### src/rtl/axis_pkg.sv
// Shared constants and helpers for the AXI-Stream width converters.
// Lane masks are computed on a fixed maximum width and trimmed by the user.
package axis_pkg;

    localparam int unsigned DEF_S_DATA_WIDTH = 32;
    localparam int unsigned DEF_M_DATA_WIDTH = 8;

    // Widest converter the helpers support: 512-bit input, 32 lanes.
    localparam int unsigned MAX_RATIO = 32;
    localparam int unsigned MAX_STRB  = 64;

    // Number of narrow lanes that make up one wide beat.
    function automatic int unsigned calc_ratio(
        input int unsigned s_width,
        input int unsigned m_width
    );
        return s_width / m_width;
    endfunction

    // Lane i is kept when any strobe bit inside its slice is set.
    function automatic logic [MAX_RATIO-1:0] lane_keep_mask(
        input logic [MAX_STRB-1:0] strb,
        input int unsigned         ratio,
        input int unsigned         lane_strb
    );
        logic [MAX_RATIO-1:0] mask;
        mask = '0;
        for (int i = 0; i < MAX_RATIO; i++) begin
            for (int j = 0; j < MAX_STRB; j++) begin
                if ((i < ratio) && (j < lane_strb)) begin
                    mask[i] = mask[i] | strb[i*lane_strb + j];
                end
            end
        end
        return mask;
    endfunction

    // True when exactly one bit of the mask is set.
    function automatic logic is_onehot(
        input logic [MAX_RATIO-1:0] mask
    );
        return (mask != '0) && ((mask & (mask - 1'b1)) == '0);
    endfunction

endpackage

### src/rtl/axis_lane_pick.sv
// Lowest-set-bit priority encoder over the pending-lane mask.
// Produces both a binary lane index and a one-hot grant.
module axis_lane_pick
    import axis_pkg::*;
#(
    parameter int unsigned RATIO = 4,
    parameter int unsigned IDX_W = (RATIO > 1) ? $clog2(RATIO) : 1
) (
    input  logic [RATIO-1:0] i_pend,
    output logic [IDX_W-1:0] o_idx,
    output logic [RATIO-1:0] o_grant
);

    // Scan from the top down so the lowest set bit wins.
    always_comb begin
        o_idx   = '0;
        o_grant = '0;
        for (int i = RATIO - 1; i >= 0; i--) begin
            if (i_pend[i]) begin
                o_idx   = IDX_W'(i);
                o_grant = '0;
                o_grant[i] = 1'b1;
            end
        end
    end

endmodule

### src/rtl/axis_width_downsizer.sv
// Wide-to-narrow AXI-Stream converter: one lane per beat, LSB lane first.
// Null lanes are dropped; an all-null tlast beat still emits one empty eop.
module axis_width_downsizer
    import axis_pkg::*;
#(
    parameter int unsigned S_DATA_WIDTH = DEF_S_DATA_WIDTH,
    parameter int unsigned M_DATA_WIDTH = DEF_M_DATA_WIDTH,
    parameter int unsigned S_STRB_WIDTH = S_DATA_WIDTH / 8,
    parameter int unsigned M_STRB_WIDTH = M_DATA_WIDTH / 8,
    parameter int unsigned RATIO        = calc_ratio(S_DATA_WIDTH, M_DATA_WIDTH)
) (
    input  logic                    aclk,
    input  logic                    areset,
    input  logic [S_DATA_WIDTH-1:0] s_axis_tdata,
    input  logic [S_STRB_WIDTH-1:0] s_axis_tstrb,
    input  logic                    s_axis_tlast,
    input  logic                    s_axis_tvalid,
    output logic                    s_axis_tready,
    output logic [M_DATA_WIDTH-1:0] m_axis_tdata,
    output logic [M_STRB_WIDTH-1:0] m_axis_tstrb,
    output logic                    m_axis_tlast,
    output logic                    m_axis_tvalid,
    input  logic                    m_axis_tready
);

    localparam int unsigned IDX_W = (RATIO > 1) ? $clog2(RATIO) : 1;

    logic [S_DATA_WIDTH-1:0] r_data;
    logic [S_STRB_WIDTH-1:0] r_strb;
    logic                    r_last;
    logic [RATIO-1:0]        r_pend;
    logic                    r_zero_eop;

    logic [MAX_RATIO-1:0]    w_keep_wide;
    logic [RATIO-1:0]        w_keep;
    logic [RATIO-1:0]        w_load_pend;
    logic [IDX_W-1:0]        w_idx;
    logic [RATIO-1:0]        w_grant;
    logic                    w_valid;
    logic                    w_onehot;
    logic                    w_s_ready;
    logic                    w_s_fire;
    logic                    w_m_fire;
    logic                    w_all_null;
    logic [M_DATA_WIDTH-1:0] w_lane_data;
    logic [M_STRB_WIDTH-1:0] w_lane_strb;

    // Which lanes of the incoming beat carry at least one strobed byte.
    assign w_keep_wide = lane_keep_mask(MAX_STRB'(s_axis_tstrb), RATIO,
                                        M_STRB_WIDTH);
    assign w_keep      = w_keep_wide[RATIO-1:0];

    if (RATIO < MAX_RATIO) begin : gen_keep_tail
        logic w_unused_keep;
        assign w_unused_keep = |w_keep_wide[MAX_RATIO-1:RATIO];
    end

    axis_lane_pick #(
        .RATIO (RATIO),
        .IDX_W (IDX_W)
    ) u_pick (
        .i_pend  (r_pend),
        .o_idx   (w_idx),
        .o_grant (w_grant)
    );

    assign w_valid    = (r_pend != '0);
    assign w_onehot   = is_onehot(MAX_RATIO'(r_pend));
    assign w_m_fire   = w_valid && m_axis_tready;

    // Ready when idle, or when the last pending lane leaves this cycle.
    assign w_s_ready  = !w_valid || (w_onehot && m_axis_tready);
    assign w_s_fire   = s_axis_tvalid && w_s_ready;

    // An all-null eop beat still needs one output beat to carry tlast.
    assign w_all_null  = (w_keep == '0);
    assign w_load_pend = w_all_null ? (s_axis_tlast ? RATIO'(1) : '0)
                                    : w_keep;

    // Select the presented lane's data and strobes by lane index.
    always_comb begin
        w_lane_data = '0;
        w_lane_strb = '0;
        for (int i = 0; i < RATIO; i++) begin
            if (w_idx == IDX_W'(i)) begin
                w_lane_data = r_data[i*M_DATA_WIDTH +: M_DATA_WIDTH];
                w_lane_strb = r_strb[i*M_STRB_WIDTH +: M_STRB_WIDTH];
            end
        end
    end

    assign s_axis_tready = w_s_ready;
    assign m_axis_tvalid = w_valid;
    assign m_axis_tdata  = w_valid ? w_lane_data : '0;
    assign m_axis_tstrb  = (w_valid && !r_zero_eop) ? w_lane_strb : '0;
    assign m_axis_tlast  = r_last && w_onehot;

    // Hold the accepted wide beat until all of its lanes have gone out.
    always_ff @(posedge aclk) begin
        if (areset) begin
            r_data <= '0;
            r_strb <= '0;
            r_last <= 1'b0;
        end else if (w_s_fire) begin
            r_data <= s_axis_tdata;
            r_strb <= s_axis_tstrb;
            r_last <= s_axis_tlast;
        end
    end

    // Track unsent lanes; a new beat overwrites the final cleared lane.
    always_ff @(posedge aclk) begin
        if (areset) begin
            r_pend     <= '0;
            r_zero_eop <= 1'b0;
        end else if (w_s_fire) begin
            r_pend     <= w_load_pend;
            r_zero_eop <= w_all_null && s_axis_tlast;
        end else if (w_m_fire) begin
            r_pend     <= r_pend & ~w_grant;
        end
    end

endmodule

### config.mk
export PLATFORM = sky130hd
export DESIGN_NAME = axis_width_downsizer
export DESIGN_NICKNAME = d
export VERILOG_FILES = /design/src/rtl/axis_pkg.sv /design/src/rtl/axis_lane_pick.sv /design/src/rtl/axis_width_downsizer.sv
export SDC_FILE = /design/constraint.sdc
export NUM_CORES = 1
export LEC_CHECK = 0
export CAP_MARGIN = 20
export CORE_MARGIN = 1
export CORE_UTILIZATION = 56
export DETAILED_ROUTE_END_ITERATION = 12
export DONT_BUFFER_PORTS = 1
export GPL_ROUTABILITY_DRIVEN = 0
export HOLD_SLACK_MARGIN = 0.05
export PLACE_DENSITY = 0.74
export RECOVER_POWER = 25
export SLEW_MARGIN = 20
export SYNTH_ARGS = -nofsm -noshare
export SYNTH_HDL_FRONTEND = slang
export SYNTH_HIERARCHICAL = 1
export SYNTH_SLANG_ARGS = --single-unit
### constraint.sdc
create_clock -name aclk -period 1.6 [get_ports aclk]
set_input_delay 0.16 -clock aclk [delete_from_list [all_inputs] [get_ports aclk]]
set_output_delay 0.16 -clock aclk [all_outputs]
set_load 0.005 [all_outputs]
==> results.sh, run 1 <==
export IMPL_worstEndpointType="primary output"
export IMPL_cts_buffers=5
export IMPL_chipWidth_um=61.6
export IMPL_synth_async_reset_ratio_pct=0
export IMPL_synth_distinct_cells=33
export IMPL_lastStage="global routing (5_1_grt)"
export IMPL_syn_inst=238
export IMPL_ys_ff_latch=42
export IMPL_synth_edff_count=0
export IMPL_io_buffers=0
export IMPL_dpl_hpwl_um=2960
export IMPL_synth_area_per_cell_um2=8.35
export IMPL_yosysTopAreaCell="dfxtp_1"
export IMPL_start_util_pct=59.1
export IMPL_grt_worst_endpoint="m_axis_tstrb"
export IMPL_syn_area_mm2=0.00199
export IMPL_clockBufferDepth=2
export IMPL_cts_sinks=42
export IMPL_seq_area_frac_synth_pct=42.3
export IMPL_synthFlopType="dfxtp_1"
export IMPL_rows=21
export IMPL_yosysTopAreaCellShare_pct=42.3
export IMPL_error_line="[ERROR DPL-0038] Utilization greater than 100%, impossible to legalize"
export IMPL_yosysWarnings=6
export IMPL_htree_levels=2
export IMPL_outcome="did not finish"
export IMPL_synth_nets=279
export IMPL_grt_max_degree=43
export IMPL_ioPinCount=53
export IMPL_cts_root_buf="clkbuf_4"
export IMPL_die_y_um=61.6
export IMPL_synth_area_leaders="dfxtp_1 42%, nand2_1 15%, mux4_2 10%, a21oi_1 10%, buf_6 3.4%"
## cells in the mapped netlist (3+ instances only)
| cell | instances |
|---|---|
| clkbuf_1 | 8 |
| nand2_1 | 80 |
| inv_1 | 4 |
| dfxtp_1 | 42 |
| or3_1 | 3 |
| nor2b_1 | 8 |
| o21ai_0 | 3 |
| buf_6 | 6 |
| a21oi_1 | 40 |
| a31oi_1 | 5 |
| mux4_2 | 9 |
| nor2_1 | 3 |
## per-stage QoR
stage               worst slack [ns]  TNS (ns)  cells  hold slack, ns  instance area (µm²)
CTS                           -0.401    -14.90    346          0.0749                 2940
detailed placement           -0.0881     -1.52    282           0.235                 2090
global placement             -0.0736     -1.04    282           0.233                 2090
floorplan                    0.00750         0    238           0.296                 2010
## cell families after synthesis
logic type,after synthesis,share of synthesized area [%]
simple gates,107,24.2
compound gates,53,14.7
flops,42,42.3
buf+inv,25,7.49
mux,9,10.2
xor+xnor,1,0.441
fa+ha+maj,1,0.567
## timing repair
item | CTS
hold buffers | 40
pin swaps | 9
gates cloned | 5
setup endpoints to repair | 53
hold endpoints to repair | 42
gates resized for setup | 44
setup buffers | 11
==> run 2: changes to the inputs <==
Settings changed: CORE_UTILIZATION 56 to 40, HOLD_SLACK_MARGIN 0.05 to not set, PLACE_DENSITY 0.74 to not set, PLACE_DENSITY_LB_ADDON set to 0.15.
Clock period 1.6 ns to 2.1 ns, I/O delays scaled along.
==> run 2 against run 1 <==
Against the previous run:
- the flow now finishes without violations
- area after synthesis is the same
- synthesized cell count is the same
==> results.sh, run 2 <==
export IMPL_dpl_hpwl_um=3340
export IMPL_wl_um=4640
export IMPL_clk_pin_slew_ns=0.08
export IMPL_power_switching_mw=0.720
export IMPL_drt_iter0_drc=117
export IMPL_grt_pass1_vias=1511
export IMPL_first_pass_iters=4
export IMPL_cellLeakagePower_nw=0.819
export IMPL_fin_setup_tns_ns=0
export IMPL_cts_sinks=42
export IMPL_regMostFlops="r_data"
export IMPL_maxCapViolCount=0
export IMPL_synthSimpleGateAreaFrac_pct=24.2
export IMPL_switching_share_pct=31.4
export IMPL_utilization_pct=47.0
export IMPL_grt_max_degree=43
export IMPL_stdcell_count=310
export IMPL_powerDensity_mw_per_mm2=1030
export IMPL_synth_fa_ha_area_share_pct=0.567
export IMPL_synth_compound_area_share_pct=14.7
export IMPL_cp_top_family="multiplexers"
export IMPL_start_util_pct=41.8
export IMPL_nets=283
export IMPL_finalCritPeriodShare_pct=95.7
export IMPL_wl_per_cell_um=15.0
export IMPL_cts_tree="built"
export IMPL_multi_input_comb_area_mm2=0.00104
export IMPL_min_period_ns=2.01
export IMPL_synth_xor_area_share_pct=0.441
export IMPL_synth_nets=279
export IMPL_synth_distinct_cells=33
export IMPL_place_inst=300
export IMPL_synth_most_common_cell="nand2_1"
export IMPL_seq_area_frac_synth_pct=42.3
export IMPL_timing_critical_path_buf_inv=1
export IMPL_vias=1603
export IMPL_synthFlopType="dfxtp_1"
export IMPL_coreArea_mm2=0.00475
export IMPL_synth_top_family_by_area="simple AND/OR/NAND/NOR gates"
export IMPL_diodes=0
export IMPL_chipWidth_um=72.5
export IMPL_power_frac_clock_pct=27.1
export IMPL_end_kind="output port"
export IMPL_fill_cells=483
export IMPL_crit_arrival_ns=1.80
export IMPL_yosysTopAreaCellShare_pct=42.3
export IMPL_slew_viol_final=0
export IMPL_ioPinCount=53
export IMPL_rsz0062_at_grt="false"
export IMPL_yosysTopAreaCell="dfxtp_1"
export IMPL_p_comb_share_pct=30.8
export IMPL_ys_ff_latch=42
export IMPL_drive_above_1_share_pct=17.3
export IMPL_cts_buffers=5
export IMPL_io_buffers=0
export IMPL_hp_class="input port to flop"
export IMPL_syn_inst=238
export IMPL_largest_reg_flops=32
export IMPL_routed_via_density=5.17
export IMPL_hold_ws_ns=0.0510
export IMPL_insertion_delay_ns=0.29
export IMPL_grt_usage_pct=18.5
export IMPL_yosysWarnings=6
export IMPL_clockBufferDepth=2
export IMPL_cp_data_required_time_ns=1.89
export IMPL_synth_area_per_cell_um2=8.35
export IMPL_cts_root_buf="clkbuf_8"
export IMPL_final_cell_mix="80 x nand2_1, 40 x dfxtp_1, 39 x a21oi_1"
export IMPL_top_regs="r_data (32), r_pend (4), r_strb (4)"
export IMPL_final_common_cell="nand2_1"
export IMPL_ant_nets=0
export IMPL_antenna_found_initial=0
export IMPL_die_y_um=72.5
export IMPL_cp_max_fo=6
export IMPL_synth_async_reset_ratio_pct=0
export IMPL_seq_area_um2=846
export IMPL_areaGrowthSynthToFinish_pct=12.5
export IMPL_worst_slew_pin_slew_ns=0.476
export IMPL_outcome="complete, no violations"
export IMPL_relSlewSlack_pct=68.2
export IMPL_crit_type="flop to output port"
export IMPL_grt_pass1_wl_um=7400
export IMPL_slowest_stage="mux4_2"
export IMPL_cpPeakStageDelay_ns=0.51
export IMPL_rows=25
export IMPL_hold_violations=0
export IMPL_ir_drop_v=0.000402
export IMPL_start_kind="flop"
export IMPL_intPower_mw=1.57
export IMPL_pwr_share_seq_pct=42.1
export IMPL_syn_area_mm2=0.00199
export IMPL_overflow=0
export IMPL_crit_chain="nand2b_4 > a21oi_4 > buf_6 > mux4_2 > nor2b_1"
export IMPL_synth_area_leaders="dfxtp_1 42%, nand2_1 15%, mux4_2 10%, a21oi_1 10%, buf_6 3.4%"
export IMPL_drc_errors=0
export IMPL_fp_dieArea_mm2=0.00525
export IMPL_dp_slack_ns=0.191
export IMPL_setup_viol=0
export IMPL_fmaxAchievable_mhz=498
export IMPL_synth_edff_count=0
export IMPL_htree_levels=2
export IMPL_skew_ns=0.00529
export IMPL_synth_mux_area_share_pct=10.2
export IMPL_synth_commonest_cells="80 x nand2_1, 42 x dfxtp_1, 40 x a21oi_1, 9 x mux4_2"
export IMPL_worst_slack_ns=0.0902
run 2: cell counts after synthesis:
No cell type changed its count.
run 2: worst paths after layout:
check / start / to / slack [ns] / cells after the start
worst max-delay path: r_pend[2] / m_axis_tdata[2] / 0.09 / 5
worst min register to register: r_last / r_last / 0.45 / 2
worst min-delay path: s_axis_tdata[31] / r_data[31] / 0.05 / 2
worst max register to register: r_pend[2] / r_data[11] / 0.13 / 7
run 2: routing by layer:
| metal | share of wire [%] | GRT usage [%] | wire length (µm) |
|---|---|---|---|
| met1 | 51 | 27.3 | 2350 |
| met2 | 43 | 26.7 | 1980 |
| met3 | 5.4 | 3.75 | 251 |
| met4 | 1.2 | 6.54 | 57 |
| met5 | 0 | 0 | 0 |
run 2: what timing repair did:
action | 4_1_cts | 5_1_grt
endpoints found under the hold margin | 42 | 0
setup buffers | 0 | 1
gates resized for setup | 4 | 4
setup endpoints to repair | 9 | 9
hold buffers | 1 | 0
run 2: cell families (layout without fill, tap and decap cells):
logic type | Yosys count | after routing
AO/OA/AOI/OAI | 53 | 53
XOR/XNOR | 1 | 1
adder cells (fa/ha/maj) | 1 | 1
buffers and inverters | 25 | 30
flip-flops | 42 | 42
multiplexers | 9 | 9
AND/OR/NAND/NOR | 107 | 107
run 2: final cells by class:
| class | instances | area share [%] |
|---|---|---|
| clock buffer | 7 | 3.41 |
| clock inverter | 1 | 1.34 |
| inverter | 6 | 1.01 |
| multi-input combinational | 171 | 46.4 |
| sequential | 42 | 37.8 |
| tap | 67 | 3.75 |
| timing repair buffer | 16 | 6.21 |
run 2: power groups by stage:
| stage | clock network (mW) | logic (mW) | registers (mW) |
|---|---|---|---|
| 2_1_floorplan | 0 | 0.539 | 0.965 |
| 5_1_grt | 0.672 | 0.783 | 0.979 |
| 3_3_place_gp | 0 | 0.687 | 0.982 |
| 6_report | 0.621 | 0.707 | 0.965 |
| 3_5_place_dp | 0 | 0.690 | 0.983 |
| 4_1_cts | 0.640 | 0.717 | 0.966 |
run 2: through the flow:
stage,total power [mW],instance area [µm²]
final,2.29,2240
after global routing,2.43,2240
after detailed placement,1.67,2080
after CTS,2.32,2220
after global placement,1.67,2080
after floorplan,1.50,1990
Power figures use the tool's default switching activity.
==> run 3: changes to the inputs <==
==> constraint.sdc (replaced) <==
create_clock -name aclk -period 2.1 [get_ports aclk]
set_input_delay 0.105 -clock aclk [delete_from_list [all_inputs] [get_ports aclk]]
set_output_delay 0.105 -clock aclk [all_outputs]
set_load 0.005 [all_outputs]
==> run 3 against run 2 <==
Against the previous run:
- routed wire length increased by 9.9%
- sequential power grew 0.8%
- non-clock buffer count up 36
- combinational power increased by 9.9%
- flip-flop and latch count unchanged
- final area is 16% higher
- via count is 9.3% higher
- register-to-register slack improved by 0.04 ns
- setup slack better by 0.078 ns
- first-iteration DRC count is 46% lower
- largest power group unchanged
- highest routed layer unchanged
==> results.sh, run 3 (synthesis results as in run 2) <==
export IMPL_min_period_ns=1.93
export IMPL_dp_slack_ns=0.191
export IMPL_areaGrowthSynthToFinish_pct=30.4
export IMPL_crit_type="flop to output port"
export IMPL_coreArea_mm2=0.00475
export IMPL_cp_data_required_time_ns=2.00
export IMPL_routed_via_density=5.06
export IMPL_finalCritPeriodShare_pct=92.0
export IMPL_cts_root_buf="clkbuf_8"
export IMPL_first_pass_iters=4
export IMPL_outcome="complete, no violations"
export IMPL_crit_start="r_pend[3]"
export IMPL_overflow=0
export IMPL_power_switching_mw=0.765
export IMPL_fin_area_mm2=0.00259
export IMPL_wl_per_cell_um=14.7
export IMPL_final_common_cell="nand2_1"
export IMPL_regMostFlops="r_data"
export IMPL_end_kind="output port"
export IMPL_io_buffers=0
export IMPL_largest_reg_flops=32
export IMPL_grt_max_degree=43
export IMPL_setup_viol=0
export IMPL_crit_chain="nand2b_4 > a21oi_4 > buf_6 > mux4_2 > nor2b_1"
export IMPL_drt_iter0_drc=63
export IMPL_worst_slew_pin_slew_ns=0.519
export IMPL_cellLeakagePower_nw=0.965
export IMPL_cts_tree="built"
export IMPL_fp_dieArea_mm2=0.00525
export IMPL_power_frac_clock_pct=23.1
export IMPL_cts_buffers=5
export IMPL_grt_pass1_wl_um=7980
export IMPL_skew_ns=0.00817
export IMPL_chipWidth_um=72.5
export IMPL_die_y_um=72.5
export IMPL_pwr_share_seq_pct=42.7
export IMPL_hold_violations=0
export IMPL_diodes=0
export IMPL_antenna_found_initial=0
export IMPL_stdcell_count=346
export IMPL_wl_um=5100
export IMPL_cpPeakStageDelay_ns=0.50
export IMPL_crit_reg2reg_launch="r_pend[2]"
export IMPL_rsz0062_at_grt="false"
export IMPL_intPower_mw=1.51
export IMPL_ant_nets=0
export IMPL_clk_pin_slew_ns=0.08
export IMPL_worst_slack_ns=0.169
export IMPL_switching_share_pct=33.6
export IMPL_finalPower_mw=2.28
export IMPL_final_cell_mix="80 x nand2_1, 40 x dfxtp_1, 39 x a21oi_1"
export IMPL_dpl_cell_area_mm2=0.00209
export IMPL_grt_usage_pct=20.5
export IMPL_ioPinCount=53
export IMPL_place_inst=299
export IMPL_rows=25
export IMPL_drive_above_1_share_pct=15.4
export IMPL_slowest_stage="mux4_2"
export IMPL_powerDensity_mw_per_mm2=878
export IMPL_start_kind="flop"
export IMPL_fill_cells=480
export IMPL_insertion_delay_ns=0.30
export IMPL_cp_max_fo=9
export IMPL_grt_pass1_vias=1633
export IMPL_htree_levels=2
export IMPL_p_comb_share_pct=34.2
export IMPL_top_regs="r_data (32), r_pend (4), r_strb (4)"
export IMPL_vias=1752
export IMPL_start_util_pct=41.8
export IMPL_fin_setup_tns_ns=0
export IMPL_dpl_hpwl_um=3410
export IMPL_clockBufferDepth=2
export IMPL_nets=319
export IMPL_cts_sinks=42
export IMPL_drc_errors=0
export IMPL_slew_viol_final=0
export IMPL_crit_arrival_ns=1.83
export IMPL_ir_drop_v=0.000306
export IMPL_maxCapViolCount=0
export IMPL_hold_start="s_axis_tstrb[1]"
export IMPL_relSlewSlack_pct=65.3
export IMPL_hp_class="input port to flop"
export IMPL_fmaxAchievable_mhz=518
run 3: cell type report:
class,count,area [µm²],share of cell area [%]
multi-input combinational,171,1030,39.8
sequential,42,846,32.6
timing repair buffer,52,520,20.1
tap,67,83.8,3.24
clock buffer,6,72.6,2.80
inverter,6,22.5,0.869
clock inverter,2,13.8,0.531
run 3: power by group through the flow:
stage	Combinational, mW	Sequential (mW)	Clock, mW
final	0.777	0.973	0.526
after detailed placement	0.707	0.983	0
after CTS	0.795	0.966	0.537
after global placement	0.698	0.979	0
after floorplan	0.539	0.965	0
after global routing	0.855	0.985	0.578
run 3: routing by layer:
metal	share of wire, %	track usage [%]	routed length, µm	vias up
met4	1.2	7.19	62	0
met2	45	31.8	2280	48
met5	0	0	0	-
met1	49	27.8	2510	816
li1	-	-	-	882
met3	4.8	5.14	243	6
run 3: final timing paths:
check                                  endpoint  slack, ns  cells after the start
worst max-delay path            m_axis_tdata[2]       0.17                      5
worst min register to register           r_last       0.45                      2
worst min-delay path                  r_strb[1]       0.01                      2
worst max register to register       r_data[19]       0.17                      7
run 3: metrics by stage:
stage | hold WS [ns] | util (%)
finish | 0.0105 | 54.5
global route | 0.0391 | 54.5
CTS | 0.00104 | 54.4
detailed placement | 0.180 | 43.9
global placement | 0.178 | 43.9
floorplan | 0.241 | -
run 3: critical path, delay by kind of cell (launching register included):
family                 cells  cell delay, ns
muxes                      1            0.50
buffers and inverters      1            0.16
AOI/OAI and AO/OA          1            0.16
and+or+nand+nor            2            0.25
DFF                        1            0.46
run 3: repair_timing:
action / CTS / global route
endpoints found under the setup margin: 9 / 9
setup buffers: 0 / 2
hold buffers: 38 / 0
endpoints found under the hold margin: 42 / 0
pin swaps: 0 / 1
resized for setup: 5 / 4
